$ cat config.mk
export PLATFORM = sky130hd
export DESIGN_NAME = match_scheduler
export DESIGN_NICKNAME = d
export VERILOG_FILES = /design/src/rtl/match_scheduler.sv
export SDC_FILE = /design/constraint.sdc
export NUM_CORES = 1
export LEC_CHECK = 0
export ABC_AREA = 1
export BUFFER_PORTS_ARGS = -buffer_cell sky130_fd_sc_hd__buf_4
export CAP_MARGIN = 20
export CORE_MARGIN = 2
export CORE_UTILIZATION = 54
export CTS_BUF_LIST = sky130_fd_sc_hd__clkbuf_16
export CTS_CLUSTER_SIZE = 10
export DETAILED_ROUTE_END_ITERATION = 10
export HOLD_SLACK_MARGIN = 0.1
export PLACE_DENSITY = 0.76
export REMOVE_ABC_BUFFERS = 1
export SLEW_MARGIN = 20
export SYNTH_ARGS = -nofsm -noshare
export SYNTH_HDL_FRONTEND = slang
export SYNTH_SLANG_ARGS = --single-unit
$ cat constraint.sdc
create_clock -name clk -period 1.6 [get_ports clk]
set_input_delay 0.08 -clock clk [delete_from_list [all_inputs] [get_ports clk]]
set_output_delay 0.08 -clock clk [all_outputs]
set_load 0.005 [all_outputs]
$ cat src/rtl/match_scheduler.sv
// Match-level sequencer for the fightingGame core: gathers both players' actions each turn,
// strobes them into the core, scores rounds and stops once a player reaches ROUNDS_TO_WIN.
module match_scheduler #(
    parameter int ROUNDS_TO_WIN = 2,
    parameter int TURN_TIMEOUT  = 15
) (
    input  logic       clk,
    input  logic       resetGame,
    input  logic       p1Valid,
    input  logic [2:0] p1Action,
    output logic       p1Ready,
    input  logic       p2Valid,
    input  logic [2:0] p2Action,
    output logic       p2Ready,
    input  logic       firstWin,
    input  logic       secondWin,
    input  logic       newMatch,
    output logic [2:0] action1,
    output logic [2:0] action2,
    output logic       actionEnable,
    output logic       roundReset,
    output logic [1:0] p1Rounds,
    output logic [1:0] p2Rounds,
    output logic [7:0] turnCount,
    output logic       matchOver,
    output logic [1:0] matchWinner
);

    localparam logic [1:0] RTW      = ROUNDS_TO_WIN[1:0];
    localparam logic [7:0] TMO_LAST = 8'(TURN_TIMEOUT - 1);

    typedef enum logic [2:0] {
        ROUND_START,
        COLLECT,
        FIRE,
        SETTLE,
        CHECK,
        MATCH_OVER
    } state_t;

    state_t     state_q, state_d;
    logic       lat1_q, lat1_d, lat2_q, lat2_d;
    logic [2:0] act1_q, act1_d, act2_q, act2_d;
    logic [7:0] timer_q, timer_d;
    logic [7:0] turns_q, turns_d;
    logic [1:0] p1r_q, p1r_d, p2r_q, p2r_d;
    logic [1:0] winner_q, winner_d;
    logic       hs1, hs2, show;

    // Ready is decoded from registered state only, never from valid.
    assign p1Ready = (state_q == COLLECT) && !lat1_q;
    assign p2Ready = (state_q == COLLECT) && !lat2_q;
    assign hs1     = p1Valid && p1Ready;
    assign hs2     = p2Valid && p2Ready;

    // An unlatched player presents the no-op, so a timed-out turn needs no extra clearing.
    assign show         = state_q inside {FIRE, SETTLE, CHECK};
    assign action1      = (show && lat1_q) ? act1_q : 3'b000;
    assign action2      = (show && lat2_q) ? act2_q : 3'b000;
    assign actionEnable = (state_q == FIRE);
    // Masked by reset so the pulse appears only in the first cycle with reset released.
    assign roundReset   = (state_q == ROUND_START) && !resetGame;
    assign matchOver    = (state_q == MATCH_OVER);
    assign matchWinner  = winner_q;
    assign p1Rounds     = p1r_q;
    assign p2Rounds     = p2r_q;
    assign turnCount    = turns_q;

    always_comb begin
        state_d  = state_q;
        lat1_d   = lat1_q;
        lat2_d   = lat2_q;
        act1_d   = act1_q;
        act2_d   = act2_q;
        timer_d  = timer_q;
        turns_d  = turns_q;
        p1r_d    = p1r_q;
        p2r_d    = p2r_q;
        winner_d = winner_q;
        case (state_q)
            ROUND_START: begin
                lat1_d  = 1'b0;
                lat2_d  = 1'b0;
                timer_d = 8'd0;
                turns_d = 8'd0;
                state_d = COLLECT;
            end
            COLLECT: begin
                if (hs1) begin
                    lat1_d = 1'b1;
                    act1_d = p1Action;
                end
                if (hs2) begin
                    lat2_d = 1'b1;
                    act2_d = p2Action;
                end
                timer_d = timer_q + 8'd1;
                if ((lat1_d && lat2_d) || (timer_q == TMO_LAST)) state_d = FIRE;
            end
            FIRE:   state_d = SETTLE;
            SETTLE: state_d = CHECK;
            CHECK: begin
                if (firstWin && secondWin) begin
                    state_d = ROUND_START;
                end else if (firstWin) begin
                    p1r_d = p1r_q + 2'd1;
                    if (p1r_d == RTW) begin
                        winner_d = 2'b01;
                        state_d  = MATCH_OVER;
                    end else begin
                        state_d = ROUND_START;
                    end
                end else if (secondWin) begin
                    p2r_d = p2r_q + 2'd1;
                    if (p2r_d == RTW) begin
                        winner_d = 2'b10;
                        state_d  = MATCH_OVER;
                    end else begin
                        state_d = ROUND_START;
                    end
                end else begin
                    turns_d = (turns_q == 8'hFF) ? turns_q : turns_q + 8'd1;
                    lat1_d  = 1'b0;
                    lat2_d  = 1'b0;
                    timer_d = 8'd0;
                    state_d = COLLECT;
                end
            end
            MATCH_OVER: begin
                if (newMatch) begin
                    p1r_d    = 2'd0;
                    p2r_d    = 2'd0;
                    winner_d = 2'b00;
                    state_d  = ROUND_START;
                end
            end
            default: state_d = ROUND_START;
        endcase
    end

    always_ff @(posedge clk) begin
        if (resetGame) begin
            state_q  <= ROUND_START;
            lat1_q   <= 1'b0;
            lat2_q   <= 1'b0;
            act1_q   <= 3'b000;
            act2_q   <= 3'b000;
            timer_q  <= 8'd0;
            turns_q  <= 8'd0;
            p1r_q    <= 2'd0;
            p2r_q    <= 2'd0;
            winner_q <= 2'b00;
        end else begin
            state_q  <= state_d;
            lat1_q   <= lat1_d;
            lat2_q   <= lat2_d;
            act1_q   <= act1_d;
            act2_q   <= act2_d;
            timer_q  <= timer_d;
            turns_q  <= turns_d;
            p1r_q    <= p1r_d;
            p2r_q    <= p2r_d;
            winner_q <= winner_d;
        end
    end

endmodule

==> run metrics, run 1 <==
status completed; final clock period utilization by the worst path 0.948; vias per cell 4.94; Comb pwr share 0.189; fmax 659 MHz; first-pass GRT wire length 7400 um; GR Layer Usage met2 0.374; Crit Path Max Fanout 8; average cell area after synthesis 6.65 um2; largest net degree at the start of global routing 18; Core Area 3360 um2; Clock power frac 0.395; Sw Share 0.275; Final Core Density 0.720; Syn Inst Count 285; Setup crit start kind flop; most frequent cells in the layout nand2_1 (56), inv_1 (47), buf_4 (39), nor2_1 (37), dfxtp_1 (32); clock slew at reported path FFs 50 ps; First-pass DRT Iterations 4; number of max-cap violations 0; area grow syn2layout 27.8%; hold_ws 103 ps; Antenna Nets Post-Route 0; Crit. End Element flop; Worst-Margin Slew 520 ps; pre-CTS setup slack 121 ps; Final Max Slew Viols 0; Setup TNS Final 0 ps; die width 63.2 um; CTS max path bufs 2; Hold Vio Cnt, Final 0; Switching Power 0.000604 W; Clock Latency Late Sink 270 ps; drt total wl 4230 um; post-synthesis register bit count 33; Total GRT Usage 0.229; Top Usage Layer GRT met2; number of remaining DRC errors 0; GR Overflow Total 0; initial antenna violation count 0; number of core rows 21; fin crit period 1520 ps; share of cells above drive strength 1 0.231; Final Net Count 351; vias post-DR 1,871; H-tree levels 2; CTS Buf Count 5; port buffer count 37; worst clock skew 1.65 ps; Max VDD drop 0.552 mV; critical path type reg2reg; Pint 0.00159 W; Initial Util 0.564; io pins 38; final worst slack 82.6 ps; slew margin rel. 0.653; Cell variety after synth 28; sequential cell area fraction in the yosys report 0.349; Lkg Pwr 1.13 nW; Required @ worst endpoint 1810 ps; mapped cell area 1900 um2; HPWL Detailed 3050 um; Die Y 63.2 um; met3 Resource Use GR 0.0625; Seq pwr share 0.416; RSZ-0062 raised after global routing false; met1 usage 0.297; total die area 4000 um2; CTS Sinks 33; drt initial violations 99; PnR Total Power 0.00219 W; Power Density 906 nW/um2; Ys Warns 0; GP Congestion 0.887; CTS tree built; final setup violation count 0; CTS Root Cell clkbuf_16; vias in the first global route 1,736; Antenna diodes 0; CP Data Arrival Time 1730 ps; WL/cell 11.2 um; Post-CTS Setup Repair Bufs 0; most common cell after layout, fill and taps aside nand2_1; Hold Crit Class in2reg
## repair_timing
item                                    in CTS  in global routing
endpoints found under the setup margin       6                  4
endpoints found under the hold margin       10                  0
hold buffers                                 5                  0
gates resized for setup                      2                  3
gates cloned                                 0                  0
## layer usage
metal	vias to the layer above	share of wire
met1	823	0.48
met3	5	0.046
li1	1004	-
met5	-	0
met2	39	0.46
met4	0	0.010
## sequential cells by signal (all words and copies together), names as in the netlist
| name | count |
|---|---|
| timer_q | 8 |
| turnCount | 8 |
| act1_q | 3 |
| act2_q | 3 |
| state_q | 3 |
| matchWinner | 2 |
| p1Rounds | 2 |
| p2Rounds | 2 |
| lat1_q | 1 |
| lat2_q | 1 |
## power groups by stage
stage | Sequential [W] | Combinational (W) | Clock, W
after CTS | 0.000911 | 0.000412 | 0.000894
final | 0.000912 | 0.000415 | 0.000868
after detailed placement | 0.000927 | 0.000398 | 0
after global placement | 0.000925 | 0.000394 | 0
after global routing | 0.000917 | 0.000471 | 0.000925
after floorplan | 0.000923 | 0.000263 | 0
## cells in the mapped netlist
cell type / count / share of area
a21oi_1: 20 / 0.053
a31oi_1: 1 / 0.0033
nand3_4: 2 / 0.018
nor2_2: 5 / 0.017
xor2_1: 1 / 0.0046
o21bai_1: 1 / 0.0040
ha_1: 5 / 0.033
nand2_4: 3 / 0.018
dfxtp_1: 33 / 0.35
o21ai_1: 4 / 0.011
nor2_4: 1 / 0.0059
nor3_1: 4 / 0.011
a21oi_2: 4 / 0.018
nor3_2: 1 / 0.0053
or2_2: 1 / 0.0033
o21ai_0: 17 / 0.045
nand3_2: 1 / 0.0053
nand3_1: 22 / 0.058
buf_1: 1 / 0.0020
nand4_1: 4 / 0.013
nor2_1: 38 / 0.075
inv_2: 2 / 0.0040
nand2_1: 56 / 0.11
inv_6: 1 / 0.0046
nand2_2: 7 / 0.023
o21ai_2: 2 / 0.0092
inv_1: 46 / 0.091
buf_2: 2 / 0.0053
## final timing paths
check	startpoint	end	slack, ps	cells after the start
setup / recovery	turnCount[1]	turnCount[4]	80	7
hold / removal	p1Action[0]	act1_q[0]	100	3
setup reg to reg	turnCount[1]	turnCount[4]	80	7
hold reg to reg	act1_q[2]	act1_q[2]	450	2
## through the flow
stage          instances  cell area, um2
3_5_place_dp         367            2230
4_1_cts              379            2420
2_1_floorplan        282            1880
6_report             379            2420
3_3_place_gp         367            2230
5_1_grt              379            2420
## critical path, cell delays in order, from the launching register on
cell     delay (ps)
dfxtp_1         390
ha_1            190
nand2_1          90
nor2_1          250
nand3_4         170
nand2_4         160
o21ai_1          90
a21oi_2         120
## kinds of logic (layout without fill, tap and decap cells)
| logic type | count (synthesis) | count (layout) | share of synthesized area |
|---|---|---|---|
| compound gates | 49 | 49 | 0.143 |
| xor+xnor | 1 | 1 | 0.00462 |
| fa+ha+maj | 5 | 5 | 0.0330 |
| buf+inv | 52 | 100 | 0.107 |
| flops | 33 | 33 | 0.349 |
| simple gates | 145 | 145 | 0.364 |
## cell type report
type | instances | area, um2
Inverter | 49 | 189
Clock inverter | 2 | 7.51
Timing Repair Buffer | 44 | 343
Sequential cell | 33 | 662
Tap cell | 46 | 57.6
Fill cell | 310 | 941
Clock buffer | 5 | 125
Multi-Input combinational cell | 200 | 1040
No activity file was read; power rests on OpenSTA's default activity.
==> run 2: changes to the inputs <==
--- a/config.mk
+++ b/config.mk
@@ -14,8 +14,9 @@
 export CTS_CLUSTER_SIZE = 10
 export DETAILED_ROUTE_END_ITERATION = 10
 export HOLD_SLACK_MARGIN = 0.1
-export PLACE_DENSITY = 0.76
+export PLACE_DENSITY = 0.79
 export REMOVE_ABC_BUFFERS = 1
+export SETUP_SLACK_MARGIN = 0.15
 export SLEW_MARGIN = 20
 export SYNTH_ARGS = -nofsm -noshare
 export SYNTH_HDL_FRONTEND = slang
==> constraint.sdc (replaced) <==
create_clock -name clk -period 1.7 [get_ports clk]
set_input_delay 0.085 -clock clk [delete_from_list [all_inputs] [get_ports clk]]
set_output_delay 0.085 -clock clk [all_outputs]
set_load 0.005 [all_outputs]
==> run 2 against run 1 <==
  * Utilization is 0.30 points higher
  * Combinational power down 6.0%
  * Non-clock buffer count is the same
  * Count of clock-buffer cells in the layout did not move
  * Sequential cell count stayed put
  * Maximum frequency up 4.5%
  * Die area is the same
  * Total power down 5.6%
  * Clock skew about the same
  * Worst setup slack better by 170 ps
  * Highest routed layer unchanged
  * Sequential share of layout area about the same
==> run metrics, run 2 (same netlist as run 1, synthesis figures left out) <==
vias post-DR 1,951 (+4.3%); Antenna diodes 0 (unchanged); Setup TNS Final 0 ps (unchanged); io pins 38 (unchanged); Required @ worst endpoint 1910 ps (+100 ps); Die Y 63.2 um (unchanged); Hold Vio Cnt, Final 0 (unchanged); Filler cells 292 (-5.8%); Final Net Count 351 (unchanged); drt total wl 4300 um (+1.7%); CTS Buf Count 5 (unchanged); port buffer count 37 (unchanged); clock slew at reported path FFs 50 ps (about the same); Initial Util 0.564 (unchanged); most common cell after layout, fill and taps aside nand2_1; Lkg Pwr 1.13 nW (+0.12%); number of max-cap violations 0 (unchanged); slew margin rel. 0.658 (+0.00550); Top Usage Layer GRT met2; area grow syn2layout 28.3%; Core Area 3360 um2 (unchanged); reg2reg setup slack 250 ps (+170 ps); Setup crit start kind flop; GR Layer Usage met2 0.399 (+0.0253); die width 63.2 um (unchanged); Seq. cell area 664 um2 (+0.38%); met3 Resource Use GR 0.0571 (-0.00536); GP Congestion 0.901 (+1.6%); final clock period utilization by the worst path 0.854 (-0.0946); Hold Crit Class in2reg; First-pass DRT Iterations 4 (unchanged); Antenna Nets Post-Route 0 (unchanged); Total GRT Usage 0.230 (+0.00131); final setup violation count 0 (unchanged); Max VDD drop 0.632 mV (+14%); Worst-Margin Slew 512 ps (-8.25 ps); vias in the first global route 1,779 (+2.5%); CTS Root Cell clkbuf_16; Power Density 852 nW/um2 (-6.0%); H-tree levels 2 (unchanged); Final Max Slew Viols 0 (unchanged); critical path type reg2reg; area of the multi-input gates 1050 um2 (+0.72%); HPWL Detailed 3040 um (-0.30%); most frequent cells in the layout nand2_1 (56), inv_1 (47), buf_4 (40), nor2_1 (36), dfxtp_1 (30); Crit. End Element flop; met1 usage 0.277 (-0.0206); CTS tree built; GR Overflow Total 0 (unchanged); initial antenna violation count 0 (unchanged); Crit Path Max Fanout 8 (unchanged); hold_ws 105 ps (+2.24 ps); worst clock skew 1.59 ps (-0.0692 ps); number of core rows 21 (unchanged); WL/cell 11.4 um (+1.7%); first-pass GRT wire length 7420 um (+0.28%); number of remaining DRC errors 0 (unchanged); CTS max path bufs 2 (unchanged); fmax 689 MHz (+4.5%); RSZ-0062 raised after global routing false; share of cells above drive strength 1 0.243 (+0.0120); status completed; vias per cell 5.15 (+4.3%); CTS Sinks 33 (unchanged); total die area 4000 um2 (unchanged); fin crit period 1450 ps (-66.0 ps); largest net degree at the start of global routing 18 (unchanged); Clock Latency Late Sink 270 ps (about the same); CP Data Arrival Time 1660 ps (-70 ps); drt initial violations 133 (+34%)
==> run 2: changes by cell type in the layout (fill, tap and decap cells not counted) <==
| cell | previous run | this run |
|---|---|---|
| buf_4 | 39 | 40 |
| dfxtp_1 | 32 | 30 |
| dfxtp_2 | 1 | 3 |
| dlygate4sd3_1 | 5 | 4 |
| inv_6 | 1 | 0 |
| inv_8 | 0 | 1 |
| nor2_1 | 37 | 36 |
| nor2_4 | 1 | 2 |
==> run 2: worst paths after layout <==
kind	from	endpoint	cells after the start
worst max register to register	turnCount[0]	turnCount[4]	7
worst min register to register	act1_q[0]	act1_q[0]	2
worst max-delay path	turnCount[0]	turnCount[4]	7
worst min-delay path	p1Action[0]	act1_q[0]	3
==> run 2: power by group <==
group / switching [W] / internal (W) / total (W)
clock network: 0.000294 / 0.000522 / 0.000817
registers: 0.0000439 / 0.000821 / 0.000865
logic: 0.000235 / 0.000155 / 0.000390
==> run 2: repair_timing <==
item | CTS | global route
hold buffers | 4 | 0
buffers inserted | 0 | 3
pin swaps | 0 | 2
resized for setup | 4 | 6
hold endpoints to repair | 7 | 0
setup endpoints to repair | 6 | 15
==> run 2: routing by layer <==
layer  part of all wire  up-vias  wire length (um)
met3              0.044        6               188
met2               0.49       45              2100
met1               0.45      901              1950
met5                  0        -                 0
met4              0.016        0                68
li1                   -      999                 -
==> run 2: layout make-up <==
class / count / area share
clock inverter: 2 / 0.00309
inverter: 49 / 0.0787
tap: 46 / 0.0237
sequential: 33 / 0.273
multi-input combinational: 200 / 0.430
timing repair buffer: 44 / 0.140
clock buffer: 5 / 0.0514
==> run 2: critical path: stages, from the launching register on <==
cell and delay, ps:
dfxtp_1 400, ha_1 190, nand2_1 130, nor2_4 160, nand3_4 140, nand2_4 150, o21ai_1 90, a21oi_2 120
==> run 2: stage by stage <==
stage	power, W	cells	util	setup slack [ps]	area [um2]
after global placement	0.00123	365	0.659	266	2220
after CTS	0.00208	376	0.711	169	2390
after global routing	0.00218	379	0.723	140	2430
final	0.00207	379	0.723	249	2430
after detailed placement	0.00124	365	0.659	181	2220
after floorplan	0.00112	282	-	332	1880
==> run 3: changes to the inputs <==
--- a/config.mk
+++ b/config.mk
@@ -9,12 +9,11 @@
 export BUFFER_PORTS_ARGS = -buffer_cell sky130_fd_sc_hd__buf_4
 export CAP_MARGIN = 20
 export CORE_MARGIN = 2
-export CORE_UTILIZATION = 54
+export CORE_UTILIZATION = 25
 export CTS_BUF_LIST = sky130_fd_sc_hd__clkbuf_16
 export CTS_CLUSTER_SIZE = 10
 export DETAILED_ROUTE_END_ITERATION = 10
 export HOLD_SLACK_MARGIN = 0.1
-export PLACE_DENSITY = 0.79
 export REMOVE_ABC_BUFFERS = 1
 export SETUP_SLACK_MARGIN = 0.15
 export SLEW_MARGIN = 20
==> run 3 against run 2 <==
  * Clock skew up 2.4 ps
  * First-iteration DRC count down 36%
  * Utilization down 38 points
  * Combinational power down 1%
  * Clock power up 25%
  * Design area up 4.2%
  * Sequential share of layout area down 1.0 points
  * Sequential power down 0.6%
  * Final cell count up 14%
  * Critical path type is now reg2out
  * Largest cell class unchanged
==> run metrics, run 3 (same netlist as run 1, synthesis figures left out) <==
slew margin rel. 0.627 (-0.0310); CTS tree built; CP Data Arrival Time 1400 ps (-260 ps); share of cells above drive strength 1 0.249 (+0.00526); Initial Util 0.260 (-0.304); CTS max path bufs 2 (unchanged); Core Area 7290 um2 (+120%); Antenna diodes 0 (unchanged); Required @ worst endpoint 1620 ps (-290 ps); Buf+Inv Stages, Crit Path 2 (+2); area of the multi-input gates 1050 um2 (unchanged); number of core rows 31 (+48%); Worst-Margin Slew 558 ps (+46.4 ps); vias per cell 4.31 (-16%); most frequent cells in the layout nand2_1 (56), inv_1 (46), buf_4 (39), nor2_1 (36), dfxtp_1 (29); CTS Sinks 33 (unchanged); clock slew at reported path FFs 50 ps (about the same); Max VDD drop 0.518 mV (-18%); hold_ws 103 ps (-2.21 ps); first-pass GRT wire length 7840 um (+5.6%); Crit. End Element output pin; WL/cell 10.7 um (-5.7%); Pint 0.00166 W (+11%); Clock Latency Late Sink 270 ps (about the same); CP cell instances nor2_4 > nand2_4 > inv_6 > o21ai_1 > nor2_1 > buf_4; H-tree levels 2 (unchanged); placed insts 420 (+15%); First-pass DRT Iterations 4 (unchanged); vias post-DR 1,865 (-4.4%); initial antenna violation count 0 (unchanged); CTS Root Cell clkbuf_16; final clock period utilization by the worst path 0.874 (+0.0206); largest net degree at the start of global routing 18 (unchanged); most common cell after layout, fill and taps aside nand2_1; Seq pwr share 0.380 (-0.037); Power Density 893 nW/um2 (+4.8%); Seq. cell area 666 um2 (+0.19%); fmax 673 MHz (-2.4%); area grow syn2layout 33.7%; Setup crit start kind flop; io pins 38 (unchanged); Comb pwr share 0.171 (-0.017); Switching Power 0.000605 W (+5.5%); Clock power frac 0.449 (+0.055); Filler cells 800 (+170%); HPWL Detailed 3430 um (+13%); number of max-cap violations 0 (unchanged); drt total wl 4640 um (+7.7%); port buffer count 37 (unchanged); slowest stage delay, CP 350 ps (-50 ps); Post-Layout Cell Count 433 (+14%); vias in the first global route 1,780 (+0.056%); GR Overflow Total 0 (unchanged); Final Net Count 351 (unchanged); drt initial violations 85 (-36%); CTS Buf Count 5 (unchanged); Crit Path Max Fanout 9 (+1); worst clock skew 4.00 ps (+2.42 ps); critical path type reg2out; Hold Crit Class in2reg; DP Area 2300 um2 (+3.7%); Setup TNS Final 0 ps (unchanged); Crit-path slowest cell dfxtp_2; number of remaining DRC errors 0 (unchanged); Hold Vio Cnt, Final 0 (unchanged); Lkg Pwr 1.14 nW (+0.84%); RSZ-0062 raised after global routing false; post-route cell area 2530 um2 (+4.2%); Final Max Slew Viols 0 (unchanged); Total GRT Usage 0.115 (-0.115); total die area 8290 um2 (+110%); GP Congestion 0.788 (-13%); Sw Share 0.267 (-0.00932); Die Y 91.1 um (+44%); Antenna Nets Post-Route 0 (unchanged); status completed; die width 91.1 um (+44%); final setup violation count 0 (unchanged); fin crit period 1490 ps (+35.0 ps); Largest delay share family, worst path simple AND/OR/NAND/NOR gates
-- run 3: worst paths after layout --
kind                                    from      endpoint  slack, ps  cells after the start
worst max-delay path              state_q[1]    action1[1]        210                      6
worst max register to register  turnCount[1]  turnCount[4]        300                      7
worst min register to register     act2_q[2]     act2_q[2]        450                      2
worst min-delay path             p2Action[2]     act2_q[2]        100                      3
-- run 3: routing by layer --
layer	vias to the layer above	global-route usage	part of all wire
li1	999	-	-
met1	827	0.140	0.47
met2	33	0.192	0.47
met3	6	0.0307	0.040
met4	0	0.0467	0.016
met5	-	0	0
-- run 3: metrics by stage --
step	setup WS, ps	utilization	power [W]
floorplan	332	-	0.00112
finish	214	0.347	0.00226
global route	149	0.347	0.00239
CTS	153	0.346	0.00230
global placement	243	0.315	0.00124
detailed placement	195	0.315	0.00125
-- run 3: worst min-delay path, stage by stage --
cell and delay (ps):
buf_4 80, o21ai_0 70, a21oi_1 110
-- run 3: cell type report --
cell class / count / area share
multi-input cells: 200 / 0.413
flip-flops and latches: 33 / 0.263
repair buffers: 44 / 0.135
inverters: 49 / 0.0746
clock buffers: 5 / 0.0494
well taps: 99 / 0.0489
clock inverters: 3 / 0.0163
-- run 3: power by group through the flow --
stage | registers [W] | clock network [W] | logic, W
CTS | 0.000858 | 0.00105 | 0.000391
detailed placement | 0.000873 | 0 | 0.000378
floorplan | 0.000869 | 0 | 0.000247
finish | 0.000860 | 0.00102 | 0.000386
global placement | 0.000872 | 0 | 0.000372
global route | 0.000868 | 0.00108 | 0.000438
-- run 3: timing repair --
item,4_1_cts,5_1_grt
pin swaps,0,1
setup buffers,0,0
hold endpoints to repair,6,0
setup endpoints to repair,6,17
resized for setup,5,5
hold buffers,5,0
